$ cat config.mk
export PLATFORM = sky130hd
export DESIGN_NAME = iob_clint
export DESIGN_NICKNAME = d
export VERILOG_FILES = /design/src/rtl/iob_clint.sv
export SDC_FILE = /design/constraint.sdc
export NUM_CORES = 1
export LEC_CHECK = 0
export ABC_AREA = 1
export BUFFER_PORTS_ARGS = -buffer_cell sky130_fd_sc_hd__buf_4
export CELL_PAD_IN_SITES_DETAIL_PLACEMENT = 1
export CELL_PAD_IN_SITES_GLOBAL_PLACEMENT = 1
export CORE_MARGIN = 1
export CORE_UTILIZATION = 47
export DETAILED_ROUTE_END_ITERATION = 10
export PLACE_DENSITY = 0.9
export SKIP_LAST_GASP = 1
export SLEW_MARGIN = 0
export SYNTH_ARGS = -nofsm -noshare
export SYNTH_HDL_FRONTEND = slang
export SYNTH_SLANG_ARGS = --single-unit
$ cat constraint.sdc
create_clock -name clk -period 3.7 [get_ports clk]
set_input_delay 0.37 -clock clk [delete_from_list [all_inputs] [get_ports clk]]
set_output_delay 0.37 -clock clk [all_outputs]
set_load 0.02 [all_outputs]
$ cat src/rtl/iob_clint.sv
// RISC-V core-local interruptor on the IOb native bus: real-time counter,
// per-hart timer compare and software interrupt bits.
module iob_clint #(
  parameter int unsigned ADDR_W  = 16,
  parameter int unsigned DATA_W  = 32,
  parameter int unsigned N_CORES = 1
) (
  input  logic                  clk,
  input  logic                  rst,
  input  logic                  rt_clk,
  input  logic                  valid,
  input  logic [ADDR_W-1:0]     address,
  input  logic [DATA_W-1:0]     wdata,
  input  logic [DATA_W/8-1:0]   wstrb,
  output logic [DATA_W-1:0]     rdata,
  output logic                  ready,
  output logic [N_CORES-1:0]    mtip,
  output logic [N_CORES-1:0]    msip
);

  localparam int unsigned N_BYTES = DATA_W / 8;
  localparam int unsigned WORD_W  = ADDR_W - 2;

  // Word addresses of the register map
  localparam logic [WORD_W-1:0] MSIP_BASE  = WORD_W'(16'h0000 >> 2);
  localparam logic [WORD_W-1:0] CMP_BASE   = WORD_W'(16'h4000 >> 2);
  localparam logic [WORD_W-1:0] MTIME_LO_A = WORD_W'(16'hBFF8 >> 2);
  localparam logic [WORD_W-1:0] MTIME_HI_A = WORD_W'(16'hBFFC >> 2);

  logic [WORD_W-1:0]  word_addr;
  logic               wr_en;
  logic               mtime_lo_sel;
  logic               mtime_hi_sel;
  logic [N_CORES-1:0] msip_sel;
  logic [N_CORES-1:0] cmp_lo_sel;
  logic [N_CORES-1:0] cmp_hi_sel;
  logic [DATA_W-1:0]  rd_val;

  logic [1:0]         rt_sync;
  logic               rt_prev;
  logic               tick;

  logic [63:0]        mtime;
  logic [63:0]        mtimecmp [N_CORES];

  logic               unused_addr_lsb;

  assign word_addr       = address[ADDR_W-1:2];
  assign wr_en           = valid & (|wstrb);
  assign tick            = rt_sync[1] & ~rt_prev;
  assign unused_addr_lsb = ^address[1:0];

  // Byte-lane merge of write data into an existing word
  function automatic logic [DATA_W-1:0] merge_bytes(
    input logic [DATA_W-1:0]  old_val,
    input logic [DATA_W-1:0]  new_val,
    input logic [N_BYTES-1:0] be
  );
    logic [DATA_W-1:0] res;
    res = old_val;
    for (int i = 0; i < int'(N_BYTES); i++) begin
      if (be[i]) res[8*i +: 8] = new_val[8*i +: 8];
    end
    return res;
  endfunction

  // Address decode
  always_comb begin
    mtime_lo_sel = (word_addr == MTIME_LO_A);
    mtime_hi_sel = (word_addr == MTIME_HI_A);
    msip_sel     = '0;
    cmp_lo_sel   = '0;
    cmp_hi_sel   = '0;
    for (int h = 0; h < int'(N_CORES); h++) begin
      msip_sel[h]   = (word_addr == MSIP_BASE + WORD_W'(h));
      cmp_lo_sel[h] = (word_addr == CMP_BASE + WORD_W'(2*h));
      cmp_hi_sel[h] = (word_addr == CMP_BASE + WORD_W'(2*h + 1));
    end
  end

  // Read data mux; unmapped words read as zero
  always_comb begin
    rd_val = '0;
    if (mtime_lo_sel) rd_val = mtime[31:0];
    if (mtime_hi_sel) rd_val = mtime[63:32];
    for (int h = 0; h < int'(N_CORES); h++) begin
      if (msip_sel[h])   rd_val = DATA_W'(msip[h]);
      if (cmp_lo_sel[h]) rd_val = mtimecmp[h][31:0];
      if (cmp_hi_sel[h]) rd_val = mtimecmp[h][63:32];
    end
  end

  // Real-time clock synchronizer and rising-edge detect
  always_ff @(posedge clk) begin
    if (rst) begin
      rt_sync <= '0;
      rt_prev <= 1'b0;
    end else begin
      rt_sync <= {rt_sync[0], rt_clk};
      rt_prev <= rt_sync[1];
    end
  end

  // mtime: a bus write in a tick cycle wins and drops the tick
  always_ff @(posedge clk) begin
    if (rst) begin
      mtime <= '0;
    end else if (wr_en && (mtime_lo_sel || mtime_hi_sel)) begin
      if (mtime_lo_sel) mtime[31:0]  <= merge_bytes(mtime[31:0], wdata, wstrb);
      if (mtime_hi_sel) mtime[63:32] <= merge_bytes(mtime[63:32], wdata, wstrb);
    end else if (tick) begin
      mtime <= mtime + 64'd1;
    end
  end

  // Per-hart compare registers, msip bits and registered timer interrupt
  always_ff @(posedge clk) begin
    if (rst) begin
      for (int h = 0; h < int'(N_CORES); h++) begin
        mtimecmp[h] <= '1;
      end
      msip <= '0;
      mtip <= '0;
    end else begin
      for (int h = 0; h < int'(N_CORES); h++) begin
        if (wr_en && cmp_lo_sel[h])
          mtimecmp[h][31:0] <= merge_bytes(mtimecmp[h][31:0], wdata, wstrb);
        if (wr_en && cmp_hi_sel[h])
          mtimecmp[h][63:32] <= merge_bytes(mtimecmp[h][63:32], wdata, wstrb);
        if (wr_en && msip_sel[h] && wstrb[0])
          msip[h] <= wdata[0];
        mtip[h] <= (mtime >= mtimecmp[h]);
      end
    end
  end

  // Bus response: one ready per request, rdata held between responses
  always_ff @(posedge clk) begin
    if (rst) begin
      ready <= 1'b0;
      rdata <= '0;
    end else begin
      ready <= valid;
      if (valid) rdata <= rd_val;
    end
  end

endmodule

# Word level (Yosys, flattened, before mapping)
# Memory sizes are Yosys's and may differ from the RTL's.
# Index checks and enable logic that the tools add are counted.
[word_totals]
output_inout_bits = 35
word_cells = 98
mem_bits_rw = 64
memories = 1
in_bits = 56
register_bits = 102
[op_classes]
n_eq_ne = 10
addsub = 1
muxes = 49
n_reduce_logical = 19
n_lt_le_gt_ge = 1
n_bitwise = 3
[mem_list]
columns = ["name", "depth", "word_bits", "rd", "rd_ports_with_merged_regs", "wr", "line", "source"]
rows = [
  ["mtimecmp", 1, 64, 1, 0, 1, "44", "logic [63:0] mtimecmp [N_CORES];"],
]
[ops]
columns = ["op", "count"]
rows = [
  ["64-bit 2-to-1 mux", 4],
  ["32-bit 2-to-1 mux", 7],
  ["8-bit 2-to-1 mux", 28],
  ["64-bit OR reduction", 2],
  ["64-bit by 1-bit adder with 64-bit output (second input constant)", 1],
  ["64-bit >= comparator", 1],
  ["14-bit by 13-bit == test with 1-bit output (second input constant)", 2],
  ["14-bit == test (second input constant)", 2],
  ["3-bit AND reduction", 8],
  ["14-bit zero test", 1],
  ["2-bit != test (second input constant)", 6],
  ["1-bit 2-to-1 mux", 8],
  ["1-bit logical AND", 5],
  ["2-bit 2-to-1 mux", 2],
  ["4-bit OR reduction", 1],
  ["1-bit bitwise AND", 2],
  ["2-bit nonzero test", 1],
  ["1-bit logical OR", 1],
  ["1-bit inverter", 1],
]

# Depth between registers and ports, before layout
[logic_depth]
word_depth = 9
depth_mapped = 17
mapped_depth_nobuf = 17

# Worst setup path after synthesis
# OpenSTA, ideal clock, no wires.
[synth_path]
path_kind = "input -> register"
from = "input address[15]"
to = "memory mtimecmp[0][32] (enable)"
setup_slack_ns = 1.446
path_stages = 8
path_buffers = 1
setup_time_ns = 0.384
t_arrival_ns = 1.870
required_ns = 3.316
path_cell_list = "nor3_1 > nand2_1 > nor2_1 > nand2_1 > inv_1 > nand3_1 > clkbuf_1 > o21ai_0"
[synth_between]
elab_chain_len = 8
elab_cells_between_ends = 14
classes_between = "2 x eq/ne; 8 x mux; 4 x reduce/logical"
[synth_rtl]
columns = ["item", "line", "source"]
rows = [
  ["start, declared", "12", "input logic [ADDR_W-1:0] address,"],
  ["14-bit by 13-bit == test with 1-bit output", "76", "cmp_lo_sel[h] = (word_addr == CMP_BASE + WORD_W'(2*h));"],
  ["1-bit logical AND", "126", "if (wr_en && cmp_lo_sel[h])"],
  ["1-bit 2-to-1 mux", "126", ""],
  ["1-bit 2-to-1 mux", "118", "if (rst) begin"],
  ["1-bit 2-to-1 mux (implied by the code)", "127", "mtimecmp[h][31:0] <= merge_bytes(mtimecmp[h][31:0], wdata, wstrb);"],
  ["64-bit OR reduction (no line)", "--", ""],
  ["2-bit 2-to-1 mux (no line)", "--", ""],
  ["2-bit 2-to-1 mux (no line) (*)", "--", ""],
  ["end, declared", "44", ""],
]
# Every way passes the cells marked *; elsewhere a longest branch is shown, timed or not.

# Final worst setup path
[layout_path]
from = "register mtime[1]"
to = "register mtime[32]"
[layout_between]
elab_chain_len = 3
[layout_rtl]
columns = ["item", "line", "source"]
rows = [
  ["start, declared", "43", "logic [63:0] mtime;"],
  ["start signal, assigned", "109", "if (mtime_lo_sel) mtime[31:0] <= merge_bytes(mtime[31:0], wdata, wstrb);"],
  ["start signal, assigned", "112", "mtime <= mtime + 64'd1;"],
  ["64-bit by 1-bit adder with 64-bit output", "112", ""],
  ["64-bit 2-to-1 mux", "111", "end else if (tick) begin"],
  ["64-bit 2-to-1 mux", "108", "end else if (wr_en && (mtime_lo_sel || mtime_hi_sel)) begin"],
]
# Every way passes these cells. The select of a mux whose other input is x is not followed.
# A chain may end at the register's enable or synchronous reset.

==> metrics.cfg <==
[worst_hold_path]
hold_path_end = rt_sync[0]
hold_depth = 3
holdCritPathClass = in -> reg
min_from = rt_clk

[layout]
nets = 2050
final_cell_mix = 529 x nand2_1, 292 x nor2_1, 223 x inv_1
drive_gt1_share_pct = 8.702
postLayoutCellArea_um2 = 13500
final_cells = 2267
fillCellCount = 3369
final_common_cell = nand2_1
syn_to_final_growth_pct = 12.95

[floorplanning]
rows = 57
die_width_um = 161.5
start_util_pct = 48.57
die_y_um = 161.5
floorplan.core_area_um2 = 24600
top_level_ports = 91
dieArea_um2 = 26070

[clocking]
post-cts-setup-buffers = 0
clock-sinks = 166
clockBufferDepth = 2
cts_tree = yes
htreeDepth = 4
cts_resized = 0
clkLatencyLatePin_ns = 0.46
cts_buffers = 17
ctsHoldBuffers = 0
path_clk_slew_ns = 0.07
root_buffer = clkbuf_16

[worst_setup_path]
crit_fanout = 6
reg2reg_depth = 11
worst_setup_path_start_kind = flip-flop
cp.arrival_ns = 3.16
cp-startpoint = mtime[1]
worstReg2RegEnd = mtime[32]
r2r_setup_slack_ns = 0.88
r2r-start = mtime[1]
cp.required_ns = 4.04
crit_type = reg -> reg
cp-end-kind = flip-flop

[power]
switching_share_pct = 29.71
power.density_nw_per_um2 = 329.2
p_switching_w = 0.001321
vdd_drop_max_mv = 0.2586
p_comb_share_pct = 11.7
pwr-share-seq_pct = 46.7
p_int_w = 0.003124
p_leak_nw = 6.383
pwr-share-clk_pct = 41.5

[placement]
placed_cell_area_um2 = 12920
io_buffers = 88
place_inst = 2234
place_congestion = 0.9444
hpwl_um = 37730

[run]
drv_cap = 0

[synthesis]
syn_area_um2 = 11950
yosysSeqAreaShare_pct = 33.17
ys_types = 36
syn_avg_cell_area_um2 = 6.422
async_reset_ff_share_pct = 0
synthTopCellsByArea = dfxtp_1 17%, nand2_1 17%, edfxtp_1 16%, nor2_1 9.2%, o21ai_0 8.1%
ys_ff_latch = 166
yosys.area.top_type = dfxtp_1
ys.flop_type = dfxtp_1
synth_edf_count = 64
mappedNetlistNets = 1982
yosysWarnings = 0
netlist.area_leader.share_pct = 17.09
syn_inst = 1861

[global_route]
grt_first_pass_wirelength_um = 77350
overflow = 0
grt_start_max_net_pins = 65
grt_usage_pct = 39.27
grt_pass1_vias = 13850
antenna_found_initial = 1

[drt]
routed_via_density = 5.911
wl_um = 50220
vias = 13400
drc_errors = 0
firstDrtPassIters = 6
drt_iter0_drc = 1175
wl_per_cell_um = 22.15
ant_nets = 0

[timing]
max_slew_margin_pct = 18.36
fin_worst_skew_ns = 0.02402
setup_viol = 0
max_freq_ghz = 0.3550
timing.final.crit_share_pct = 76.14
hold_viol = 0
tightest_slew_ns = 1.220
fin_crit_ns = 2.817
slew_viol_final = 0
rsz0062_at_grt = false
setup_tns_ns = 0

[outcome]
status = completed

## registers in the layout (all words and copies together) (netlist names)
name	flops
mtimecmp	64
ready	1
rdata	32
mtime	64
mtip	1
rt_sync	2
rt_prev	1
msip	1
## power by group through the flow
| stage | clock network [W] | registers, W | logic (W) |
|---|---|---|---|
| floorplan | 0 | 0.00206 | 0.000314 |
| global placement | 0 | 0.00210 | 0.000464 |
| detailed placement | 0 | 0.00211 | 0.000500 |
| CTS | 0.00185 | 0.00207 | 0.000512 |
| global route | 0.00191 | 0.00208 | 0.000578 |
| finish | 0.00185 | 0.00208 | 0.000521 |
## worst max-delay path, cell delays in order (launching register included)
cell and delay [ns]:
dfxtp_1 0.48, ha_1 0.45, inv_1 0.14, nor2_1 0.36
nand2_1 0.29, nor2_1 0.35, nand2_1 0.18, xor2_1 0.18
nand2_1 0.07, inv_1 0.05, nor2_1 0.12, nor2_1 0.05
## worst max-delay path by stage
stage,to
global route,mtime[32]
CTS,mtime[32]
detailed placement,mtimecmp[0][5]
global placement,mtimecmp[0][14]
floorplan,mtimecmp[0][32]
finish,mtime[32]
## routing by layer
layer | track usage (%) | routed length [µm] | vias to the layer above
met4 | 17.28 | 2069 | 2
met1 | 50.14 | 20610 | 6542
met2 | 65.32 | 23400 | 583
met3 | 6.266 | 4133 | 145
met5 | 0 | 13 | -
li1 | - | - | 6128
## Yosys cell counts, types with 4 or more instances
library cell / number
inv_1: 223
ha_1: 65
inv_2: 4
nand3_1: 102
nand2_2: 4
buf_2: 9
o21ai_0: 194
buf_1: 6
a21oi_1: 91
nand3_4: 6
buf_4: 5
o21a_1: 4
nor2_1: 292
xor2_1: 17
clkbuf_1: 39
nand2_1: 529
dfxtp_1: 102
edfxtp_1: 64
o21bai_1: 31
nor3_1: 18
nand4_1: 32
## logic make-up after synthesis
group / after synthesis / share of synthesized area (%)
buffers and inverters: 293 / 9.767
adders and majority gates: 65 / 6.805
and+or+nand+nor: 993 / 34.35
xor gates and xnor gates: 18 / 1.319
DFF: 166 / 33.17
AOI/OAI and AO/OA: 326 / 14.59
## through the flow
stage | util, % | worst slack [ns] | hold WS (ns) | power, W
after detailed placement | 52.53 | 0.9404 | 0.4029 | 0.002610
after global placement | 52.53 | 1.080 | 0.4075 | 0.002566
after CTS | 54.85 | 0.9722 | 0.1325 | 0.004428
after global routing | 54.85 | 0.7510 | 0.1400 | 0.004570
after floorplan | - | 1.446 | 0.3883 | 0.002373
final | 54.86 | 0.8828 | 0.1329 | 0.004444
## area by class of cell
class / instances / area [µm²] / area share [%]
antenna: 1 / 2.502 / 0.01854
tap: 324 / 405.4 / 3.003
timing repair buffer: 115 / 875.8 / 6.488
multi-input combinational: 1402 / 6828 / 50.58
sequential: 166 / 3964 / 29.36
clock buffer: 20 / 456.7 / 3.383
inverter: 227 / 852.1 / 6.312
clock inverter: 12 / 115.1 / 0.8527
Note: power is estimated with default switching activity, not from simulation.
